--- config.mk ---
export PLATFORM = sky130hd
export DESIGN_NAME = btflv_fp8_adder
export DESIGN_NICKNAME = d
export VERILOG_FILES = /design/src/rtl/btflv_fp8_adder.sv
export SDC_FILE = /design/constraint.sdc
export NUM_CORES = 1
export LEC_CHECK = 0
export ABC_AREA = 1
export BUFFER_PORTS_ARGS = -buffer_cell sky130_fd_sc_hd__buf_2
export CAP_MARGIN = 20
export CORE_ASPECT_RATIO = 0.8
export CORE_UTILIZATION = 54
export CTS_CLUSTER_DIAMETER = 30
export CTS_CLUSTER_SIZE = 28
export DETAILED_ROUTE_END_ITERATION = 7
export GPL_TIMING_DRIVEN = 0
export PLACE_DENSITY = 0.79
export SLEW_MARGIN = 10
export SYNTH_ARGS = -nofsm -noshare
export SYNTH_HDL_FRONTEND = slang
export SYNTH_SLANG_ARGS = --single-unit
--- constraint.sdc ---
create_clock -name clk -period 8.1 [get_ports clk]
set_input_delay 1.62 -clock clk [delete_from_list [all_inputs] [get_ports clk]]
set_output_delay 1.62 -clock clk [all_outputs]
set_load 0.05 [all_outputs]
--- src/rtl/btflv_fp8_adder.sv ---
// -----------------------------------------------------------------------------
// btflv_fp8_adder
//
// Registered adder for two E4M3 floating-point values (1 sign, 4 exponent,
// 3 mantissa bits, bias 7). The format has no Inf/NaN encodings, so exponent
// 15 is an ordinary normal exponent and overflow saturates to the largest
// finite magnitude. Subnormals (exponent field 0) are supported on input and
// produced on output via gradual underflow. Rounding is round-to-nearest,
// ties-to-even. The sum appears on uo_out one clock after the operands.
//
// Ports:
//   clk      in   1  system clock, rising edge
//   rst_n    in   1  synchronous reset, active HIGH despite the name
//   ena      in   1  result register load enable
//   ui_in    in   8  operand A {sign, exp[3:0], mant[2:0]}
//   uio_in   in   8  operand B, same format
//   uo_out   out  8  registered sum {sign, exp[3:0], mant[2:0]}
//   uio_out  out  8  constant 0
//   uio_oe   out  8  constant 0 (bidirectional pins are all inputs)
// -----------------------------------------------------------------------------
module btflv_fp8_adder (
  input  logic       clk,
  input  logic       rst_n,
  input  logic       ena,
  input  logic [7:0] ui_in,
  input  logic [7:0] uio_in,
  output logic [7:0] uo_out,
  output logic [7:0] uio_out,
  output logic [7:0] uio_oe
);

  // Exponent used for arithmetic: subnormals share the scale of exponent 1.
  function automatic logic [3:0] eff_exp(input logic [3:0] e);
    logic [3:0] r;
    if (e == 4'd0) begin
      r = 4'd1;
    end else begin
      r = e;
    end
    return r;
  endfunction

  // Leading-zero count of a 7-bit value; 7 means the value is zero.
  function automatic logic [2:0] lzc7(input logic [6:0] v);
    logic [2:0] r;
    casez (v)
      7'b1??????: r = 3'd0;
      7'b01?????: r = 3'd1;
      7'b001????: r = 3'd2;
      7'b0001???: r = 3'd3;
      7'b00001??: r = 3'd4;
      7'b000001?: r = 3'd5;
      7'b0000001: r = 3'd6;
      default:    r = 3'd7;
    endcase
    return r;
  endfunction

  // Unpacked operands
  logic [3:0] a_sig_s, b_sig_s;
  logic [3:0] a_eff_s, b_eff_s;

  // Ordered operands: l_* has the larger magnitude
  logic       l_sign_s;
  logic [3:0] l_sig_s, l_eff_s;
  logic [3:0] s_sig_s, s_eff_s;
  logic       sub_s;

  // Alignment: 7-bit values laid out as {sig[3:0], guard, round, sticky}
  logic [3:0]  exp_diff_s;
  logic [13:0] align_wide_s;
  logic [6:0]  l_al_s, s_al_s;

  // Add/subtract and normalise
  logic [7:0] sum_s;
  logic [6:0] diff_s;
  logic [2:0] lz_s;
  logic [3:0] lim_s;
  logic [3:0] shamt_s;
  logic [6:0] norm_s;
  logic [4:0] norm_exp_s;
  logic       zero_s;

  // Rounding
  logic       round_up_s;
  logic [4:0] rsig_s;
  logic [4:0] fin_exp_s;
  logic [2:0] fin_man_s;
  logic       fin_hidden_s;

  // Packed result and output register
  logic [7:0] sum_byte_s;
  logic [7:0] result_r;

  // Unpack both operands into hidden-bit significands and effective exponents.
  always_comb begin
    a_sig_s = {(ui_in[6:3] != 4'd0), ui_in[2:0]};
    b_sig_s = {(uio_in[6:3] != 4'd0), uio_in[2:0]};
    a_eff_s = eff_exp(ui_in[6:3]);
    b_eff_s = eff_exp(uio_in[6:3]);
  end

  // Order operands by magnitude. The encoding is monotonic in {exp, mant},
  // so the 7-bit magnitude field compares directly.
  always_comb begin
    sub_s = ui_in[7] ^ uio_in[7];
    if (ui_in[6:0] >= uio_in[6:0]) begin
      l_sign_s = ui_in[7];
      l_sig_s  = a_sig_s;
      l_eff_s  = a_eff_s;
      s_sig_s  = b_sig_s;
      s_eff_s  = b_eff_s;
    end else begin
      l_sign_s = uio_in[7];
      l_sig_s  = b_sig_s;
      l_eff_s  = b_eff_s;
      s_sig_s  = a_sig_s;
      s_eff_s  = a_eff_s;
    end
  end

  // Right-align the smaller operand, folding shifted-out bits into sticky.
  // Shifts of 7 or more leave nothing but sticky.
  always_comb begin
    exp_diff_s   = l_eff_s - s_eff_s;
    align_wide_s = {s_sig_s, 10'd0} >> exp_diff_s;
    l_al_s       = {l_sig_s, 3'd0};
    if (exp_diff_s >= 4'd7) begin
      s_al_s = {6'd0, (s_sig_s != 4'd0)};
    end else begin
      s_al_s = {align_wide_s[13:8], align_wide_s[7] | (align_wide_s[6:0] != 7'd0)};
    end
  end

  // Add or subtract magnitudes and normalise. Subtraction only needs a
  // multi-bit left shift when the alignment shift was 0 or 1, in which case
  // the low bits are exact, so shifting the sticky position left is safe.
  always_comb begin
    sum_s      = {1'b0, l_al_s} + {1'b0, s_al_s};
    diff_s     = l_al_s - s_al_s;
    lz_s       = 3'd0;
    lim_s      = 4'd0;
    shamt_s    = 4'd0;
    norm_s     = 7'd0;
    norm_exp_s = 5'd0;
    zero_s     = 1'b0;
    if (!sub_s) begin
      zero_s = (sum_s == 8'd0);
      if (sum_s[7]) begin
        norm_s     = {sum_s[7:2], sum_s[1] | sum_s[0]};
        norm_exp_s = {1'b0, l_eff_s} + 5'd1;
      end else begin
        norm_s     = sum_s[6:0];
        norm_exp_s = {1'b0, l_eff_s};
      end
    end else begin
      zero_s = (diff_s == 7'd0);
      lz_s   = lzc7(diff_s);
      // Never normalise below effective exponent 1: gradual underflow.
      lim_s  = l_eff_s - 4'd1;
      if ({1'b0, lz_s} > lim_s) begin
        shamt_s = lim_s;
      end else begin
        shamt_s = {1'b0, lz_s};
      end
      norm_s     = diff_s << shamt_s;
      norm_exp_s = {1'b0, l_eff_s} - {1'b0, shamt_s};
    end
  end

  // Round to nearest, ties to even, on {guard, round|sticky}.
  always_comb begin
    round_up_s = norm_s[2] & (norm_s[1] | norm_s[0] | norm_s[3]);
    rsig_s     = {1'b0, norm_s[6:3]} + {4'd0, round_up_s};
    if (rsig_s[4]) begin
      fin_exp_s    = norm_exp_s + 5'd1;
      fin_man_s    = 3'd0;
      fin_hidden_s = 1'b1;
    end else begin
      fin_exp_s    = norm_exp_s;
      fin_man_s    = rsig_s[2:0];
      // A subnormal that rounds up to 1.000 becomes normal at exponent 1.
      fin_hidden_s = rsig_s[3];
    end
  end

  // Pack the result, handling zero sign and saturation.
  always_comb begin
    if (zero_s) begin
      // Exact cancellation gives +0; same-sign zeros keep their sign.
      if (sub_s) begin
        sum_byte_s = 8'h00;
      end else begin
        sum_byte_s = {l_sign_s, 7'd0};
      end
    end else if (fin_exp_s > 5'd15) begin
      sum_byte_s = {l_sign_s, 7'h7F};
    end else if (!fin_hidden_s) begin
      sum_byte_s = {l_sign_s, 4'd0, fin_man_s};
    end else begin
      sum_byte_s = {l_sign_s, fin_exp_s[3:0], fin_man_s};
    end
  end

  // Result register: reset wins over enable; hold when disabled.
  always_ff @(posedge clk) begin
    if (rst_n) begin
      result_r <= 8'h00;
    end else if (ena) begin
      result_r <= sum_byte_s;
    end else begin
      result_r <= result_r;
    end
  end

  assign uo_out  = result_r;
  assign uio_out = 8'h00;
  assign uio_oe  = 8'h00;

endmodule

Word level (Yosys, flattened, before mapping)
Cells that the tools add are included.

word-level totals
  output and inout port bits = 24
  flip-flop bits (word level) = 8

operators by class
  multiplexer cells = 24
  shift-type cells = 2
  bitwise gates (word level) = 6
  order comparisons = 4
  reduce and logical (&&, ||, !) cells = 8
  $add $sub $neg = 8
  eq/ne operators = 6

operator list
  operator             number
  $mux 7               5
  $mux 4               8
  $pmux 3 s7           1
  $mux 8               2
  $mux 5               3
  $shr 14x4->14        1
  $reduce_bool 4->1    3
  $add 7x7->8          1
  $logic_not 4->1      2
  $logic_not 8->1      1
  $eq 7x1->1 const B   1
  $ge 7x7->1           1
  $logic_not 7->1      1
  $reduce_bool 7->1    1
  $shl 7x4->7          1
  $sub 7x7->7          1
  $eq 6x1->1 const B   1
  $mux 3               2
  $add 4x1->5          1
  $add 4x1->5 const B  1
  $add 5x1->5 const B  1
  $eq 5x1->1 const B   1
  $gt 5x4->1 const B   1
  $sub 4x4->5          1
  11 further kinds     16

Logic depth before layout (Yosys ltp)
  depth after elaboration = 25
  depth in mapped cells = 57
  gate-level depth less buffers = 55

Worst setup path after synthesis
OpenSTA, ideal clock, no wires.

  path kind = input to register
  start point = input port uio_in[5]
  end point = register result_r[0] (netlist: uo_out[0])
  library setup time = 132 ps
  arrival = 8,433 ps
  buffers on the path = 3
  path slack = -465 ps
  stages on the path = 48
  cells stage by stage = inv_1 -> ha_1 -> nand2_1 -> inv_2 -> a21oi_4 -> nand2_4 -> buf_6 -> clkbuf_1 -> o22ai_1 -> inv_1 -> ha_1 -> fa_1 -> clkbuf_1 -> inv_1 -> nand2_1 -> nand2_1 -> inv_1 -> nand2_1 -> [... 12 more ...] -> o21bai_1 -> a21oi_1 -> a31oi_1 -> nand2_2 -> inv_1 -> nand2_1 -> nand2_1 -> ha_1 -> fa_1 -> a22oi_1 -> ha_1 -> nand2_1 -> xnor2_1 -> nand3_1 -> nand2_2 -> o21ai_1 -> nand2_1 -> a21oi_1

between the ends
  longest elaborated chain between the ends = 25
  elaborated cells on any way between the ends = 51

RTL lines
  item                                                 RTL line  RTL
  from (decl)                                          26        input logic [7:0] uio_in,
  branches (longest 24 deep; another with $ge 7x7->1)  -
  $mux 8 (*)                                           189       if (zero_s) begin
  to (signal assigned)                                 210       result_r <= sum_byte_s;
  to (signal assigned)                                 212       result_r <= result_r;
  to (decl)                                            93        logic [7:0] result_r;

Every way passes the cells marked *. The select of a mux whose other input is x is not followed.
A chain may end at the register's enable or synchronous reset.

Final worst setup path
  start point = input port uio_in[2]
  end point = register result_r[2] (netlist: uo_out[2])

between the ends
  longest elaborated chain between the ends = 24
  elaborated cells on any way between the ends = 48

RTL lines
  item                                  RTL line  RTL
  $ge 7x7->1                            107       if (ui_in[6:0] >= uio_in[6:0]) begin
  $mux 4                                107
  $sub 4x4->4                           125       exp_diff_s = l_eff_s - s_eff_s;
  $shr 14x4->14                         126       align_wide_s = {s_sig_s, 10'd0} >> exp_diff_s;
  $reduce_bool 7->1                     131       s_al_s = {align_wide_s[13:8], align_wide_s[7] | (align_wide_s[6:0] != 7'd0)};
  $or 1x1->1                            131
  $mux 7                                128       if (exp_diff_s >= 4'd7) begin
  $sub 7x7->7                           140       diff_s = l_al_s - s_al_s;
  [... 7 more ...]                      -
  $mux 7                                147       if (!sub_s) begin
  $or 1x1->1 (2 in a row)               173       round_up_s = norm_s[2] & (norm_s[1] | norm_s[0] | norm_s[3]);
  $and 1x1->1                           173
  $add 4x1->5                           174       rsig_s = {1'b0, norm_s[6:3]} + {4'd0, round_up_s};
  $mux 5 or $mux 3 (tied branches)      175       if (rsig_s[4]) begin
  $gt 5x4->1 or $mux 7 (tied branches)  196, 198
  $mux 7                                196       end else if (fin_exp_s > 5'd15) begin
  $mux 8 (*)                            189

Every way passes the cells marked *; elsewhere a longest branch is shown, timed or not. The select of a mux whose other input is x is not followed.

==> impl_summary.md <==
Status
The flow ran to the end, but the final reports show violations. The final reports fail on negative setup slack.

Synth
The synthesis-stage register bit count is 8. The cell area that synthesis handed to floorplanning was between 2000 and 3000 sq um. Of the total synthesized cell area, the portion taken by XOR and XNOR cells is 4.317%. The post-synthesis simple-gate area fraction is between 40% and 50%. The combinational family with the most area after synthesis is simple AND/OR/NAND/NOR gates.

The number of warning messages in the yosys log is 0. After Yosys synthesis, full adders, half adders and majority gates account for 15.57% of the synthesized area. The multiplexer fraction of the synthesized cell area is 0%. Summing the areas of all compound-gate instances in the mapped netlist gives 15.83% of the synthesized area. A synthesized cell averages ~5.9 sq um. In this run, distinct cell masters in the synthesized netlist total 49.

The cell count after synthesis came out at 500. After synthesis, flip-flops and latches occupy 5.417% of the total area.

Cells and area
0 antenna diodes ended up in the layout. Measured on the finished design, the core utilization comes to 84.94%. For this run, the post-layout net count is 658.

The area of all placed cells without fillers is approximately 4400 sq um. The signed area change from the synthesized netlist to the final layout is 47.99%. The flip-flop count of the largest register after layout is 8. The filler cell count is 276.

The share of post-route cells with drive strength above 1 is around two fifths.

STA
The max-slew violation count is 0. The post-route fraction of the period consumed by the critical path is 101.4%. For the final database, setup skew stands at 0 ns. Setup violations remaining at the end of the flow were counted as 7. Measured against its own limit, the worst slew margin works out to between 30% and 40%. For this run, the top clock speed supported by timing is 121.7 MHz. The total negative slack for setup checks is -0.7137 ns. The worst path in the final design needs a cycle of 8.216 ns, including I/O delays and setup.

The least setup slack across all paths after layout is -0.1162 ns. On the final layout, the worst hold slack is 0.4626 ns. Setup repair after global routing could not meet its margin everywhere.

The transition time of the tightest slew-check pin is 0.9262 ns. The final number of hold-violating endpoints was 0.

Placed design
The sum of net half-perimeters after detailed placement is between 6 and 7 mm. Summing all placed instances gives a cell area of 3277 sq um. Prior to clock tree synthesis, the placed netlist has a worst setup slack of -1.006 ns. The number of buffer cells added on primary ports is 25. At the end of routability-driven placement, the weighted congestion stood at 0.8984.

Power and ir drop
IR analysis of the VDD net gives a maximum drop of 0.0002278 V. The relative contribution of the clock network to total power is under 10%. The combinational fraction of design power is 94.0%. The sequential fraction of design power is around 3.5%.

For this design the total switching power over the nets is around 1.1 mW. Internal power comes to 0.7831 mW. The analysis attributes to cell leakage a power of 2.260 nW. The power density relative to cell area is 425.1 nW/um^2.

The net switching fraction of the power is 57.89%.

Global routing
The largest net degree at the start of global routing is 11. The remaining global-route overflow is 0. The number of antenna violations at the first check in global routing is 0. The first-pass GRT wire length is about 13 mm. The all-layer global routing usage is between 20% and 30%.

The number of global-route vias before repair is 3,078.

CTS
The clock tree from TritonCTS is built. At the later pin of the worst-skew pair, clock insertion delay measures 0.23 ns. The number of H-tree levels is 1. The total CTS buffers is 3. Clock-pin slew was measured on the worst setup and hold paths at 0.04 ns. The buffer type at the clock tree root is sky130_fd_sc_hd__clkbuf_8. In this run the deepest clock path goes through 2 buffers. The quantity of hold-fixing buffers added after cts is 0. Clock tree synthesis found a total of 8 sinks.

Floorplanning
Pin placement for this block handled 43 I/O pins. The floorplan step defined a core boundary enclosing 5151 sq um. The number of placement rows is 23. The floorplan step set the die height to 68.18 microns. The area of the die is 5777 sq um. The initial cell density of the core is between 50% and 60%. The die is 84.73 microns wide.

Detailed routing
In the routed layout, each cell is associated on average with a via count of 5.807. For this block, the routed nets add up to 10.78 mm of wire. For this block, the via count after detailed routing is roughly 3,900. The per-cell routed wire length is 16.23 microns. Once detail routing completed, the nets flagged for antenna violations numbered 0. The length of the first detailed-routing pass in iterations is 7. For this block, the initial DRC count from the detailed router was 332. The number of DRC violations after detailed routing is 0.

Worst setup path
The startpoint class of the critical path is an input pin. The count of buffering cells on the critical path with inverters included is 12. The endpoint arrival time on the critical path is 8.32 ns.

The category of the worst setup path capture point is a flip-flop. Data on the critical path is required at its endpoint by 8.20 ns. The highest-delay cell along the critical path is sky130_fd_sc_hd__fa_2. Of all nets on the critical path, the largest fanout is 8. On the critical path the largest part of the delay comes from simple AND/OR/NAND/NOR gates. The start-to-end type of the worst setup path is input pin to flip-flop. In this design, the stage delay of the slowest critical-path cell is just over 0.6 ns. By instance count, the cell type seen most on the critical path is sky130_fd_sc_hd__nand2_2.

Flow run
The tool flagged a number of max-cap violations equal to 0.

Worst hold path
The path class of the tightest hold or removal check is flip-flop to flip-flop.
-- per-layer routing --
layer	up-vias	routed length, microns	global-route usage, %	share of wire, %
met2	202	5366	48.88	50
met3	38	743	2.533	6.9
met1	1803	4360	38.20	40
met4	0	309	9.322	2.9
met5	-	0	0	0
li1	1813	-	-	-
-- cells by family (layout without fill, tap and decap cells) --
| family | Yosys count | after routing |
|---|---|---|
| compound gates | 72 | 72 |
| other cells | 2 | 17 |
| flops | 8 | 8 |
| simple gates | 272 | 272 |
| buf+inv | 99 | 186 |
| fa+ha+maj | 35 | 35 |
| xor+xnor | 12 | 12 |
-- what timing repair did --
action	CTS	global route
pin swaps	22	64
gates resized for setup	35	110
endpoints found under the setup margin	7	7
setup buffers	24	36
gates cloned	0	1
-- worst reg2reg max path: stages, from the launching register on --
cell and delay (ns):
sky130_fd_sc_hd__dfxtp_1 0.31, sky130_fd_sc_hd__nor2_1 0.09, sky130_fd_sc_hd__nor2_1 0.05, sky130_fd_sc_hd__o21ai_0 0.11, sky130_fd_sc_hd__inv_1 0.06
-- cells in the mapped netlist, drive strengths merged --
| library cell | n | area, sq um |
|---|---|---|
| a31oi | 1 | 6.260 |
| a21boi | 1 | 7.510 |
| clkinv | 6 | 23.77 |
| xor2 | 7 | 61.31 |
| o21bai | 1 | 7.510 |
| nand3 | 74 | 415.4 |
| o41ai | 1 | 8.760 |
| nand4 | 5 | 31.28 |
| nor2 | 36 | 171.4 |
| xnor2 | 5 | 66.32 |
| a22oi | 2 | 15.01 |
| conb | 2 | 7.510 |
| o221ai | 1 | 8.760 |
| clkbuf | 5 | 18.77 |
| ha | 32 | 400.4 |
| a221oi | 1 | 8.760 |
| nand3b | 2 | 15.01 |
| a21oi | 25 | 147.7 |
| or2 | 1 | 6.260 |
| inv | 69 | 259.0 |
| dfxtp | 8 | 160.2 |
| o21a | 2 | 15.01 |
| fa | 3 | 60.06 |
| nor3 | 3 | 20.02 |
| buf | 19 | 140.1 |
| o31ai | 3 | 22.52 |
| nor4 | 1 | 6.260 |
| o21ai | 32 | 201.4 |
| nand2 | 150 | 625.6 |
| o22ai | 2 | 18.77 |
-- area by class of cell --
type	count	area, sq um	area share, %
Multi-Input combinational cell	408	2935	67.09
Timing Repair Buffer	86	690.7	15.78
Inverter	75	304.0	6.949
Buffer	22	166.4	3.803
Sequential cell	8	160.2	3.660
Tap cell	62	77.57	1.773
Clock buffer	3	41.29	0.9437
-- cell usage in the layout (no fill, tap or decap), types with 18 or more instances in the layout --
master                    Yosys  final
sky130_fd_sc_hd__o21ai_0     20     18
sky130_fd_sc_hd__buf_4       16     69
sky130_fd_sc_hd__nand2_1    135    108
sky130_fd_sc_hd__nor2_1      31     28
sky130_fd_sc_hd__nand2_2     10     33
sky130_fd_sc_hd__nand3_1     65     56
sky130_fd_sc_hd__inv_1       65     48
-- stage by stage --
stage	total power, mW	cells
after global placement	1.210	602
after floorplan	1.023	515
after detailed placement	1.242	602
after CTS	1.462	627
final	1.860	664
after global routing	1.988	664
-- path summary, 6_finish.rpt --
kind                   from        end  slack [ns]  cells past startpoint
hold / removal    uo_out[0]  uo_out[0]        0.46                      2
hold reg to reg   uo_out[0]  uo_out[0]        0.46                      2
setup reg to reg  uo_out[7]  uo_out[7]        7.37                      4
setup / recovery  uio_in[2]  uo_out[2]       -0.12                     52
-- power groups by stage --
| stage | Sequential (mW) | Combinational, mW | Clock [mW] |
|---|---|---|---|
| after CTS | 0.0639 | 1.35 | 0.0485 |
| after floorplan | 0.121 | 0.902 | 0 |
| final | 0.0642 | 1.75 | 0.0482 |
| after global placement | 0.0636 | 1.15 | 0 |
| after detailed placement | 0.0639 | 1.18 | 0 |
| after global routing | 0.0663 | 1.87 | 0.0502 |
Note: power is estimated with default switching activity, not from simulation.
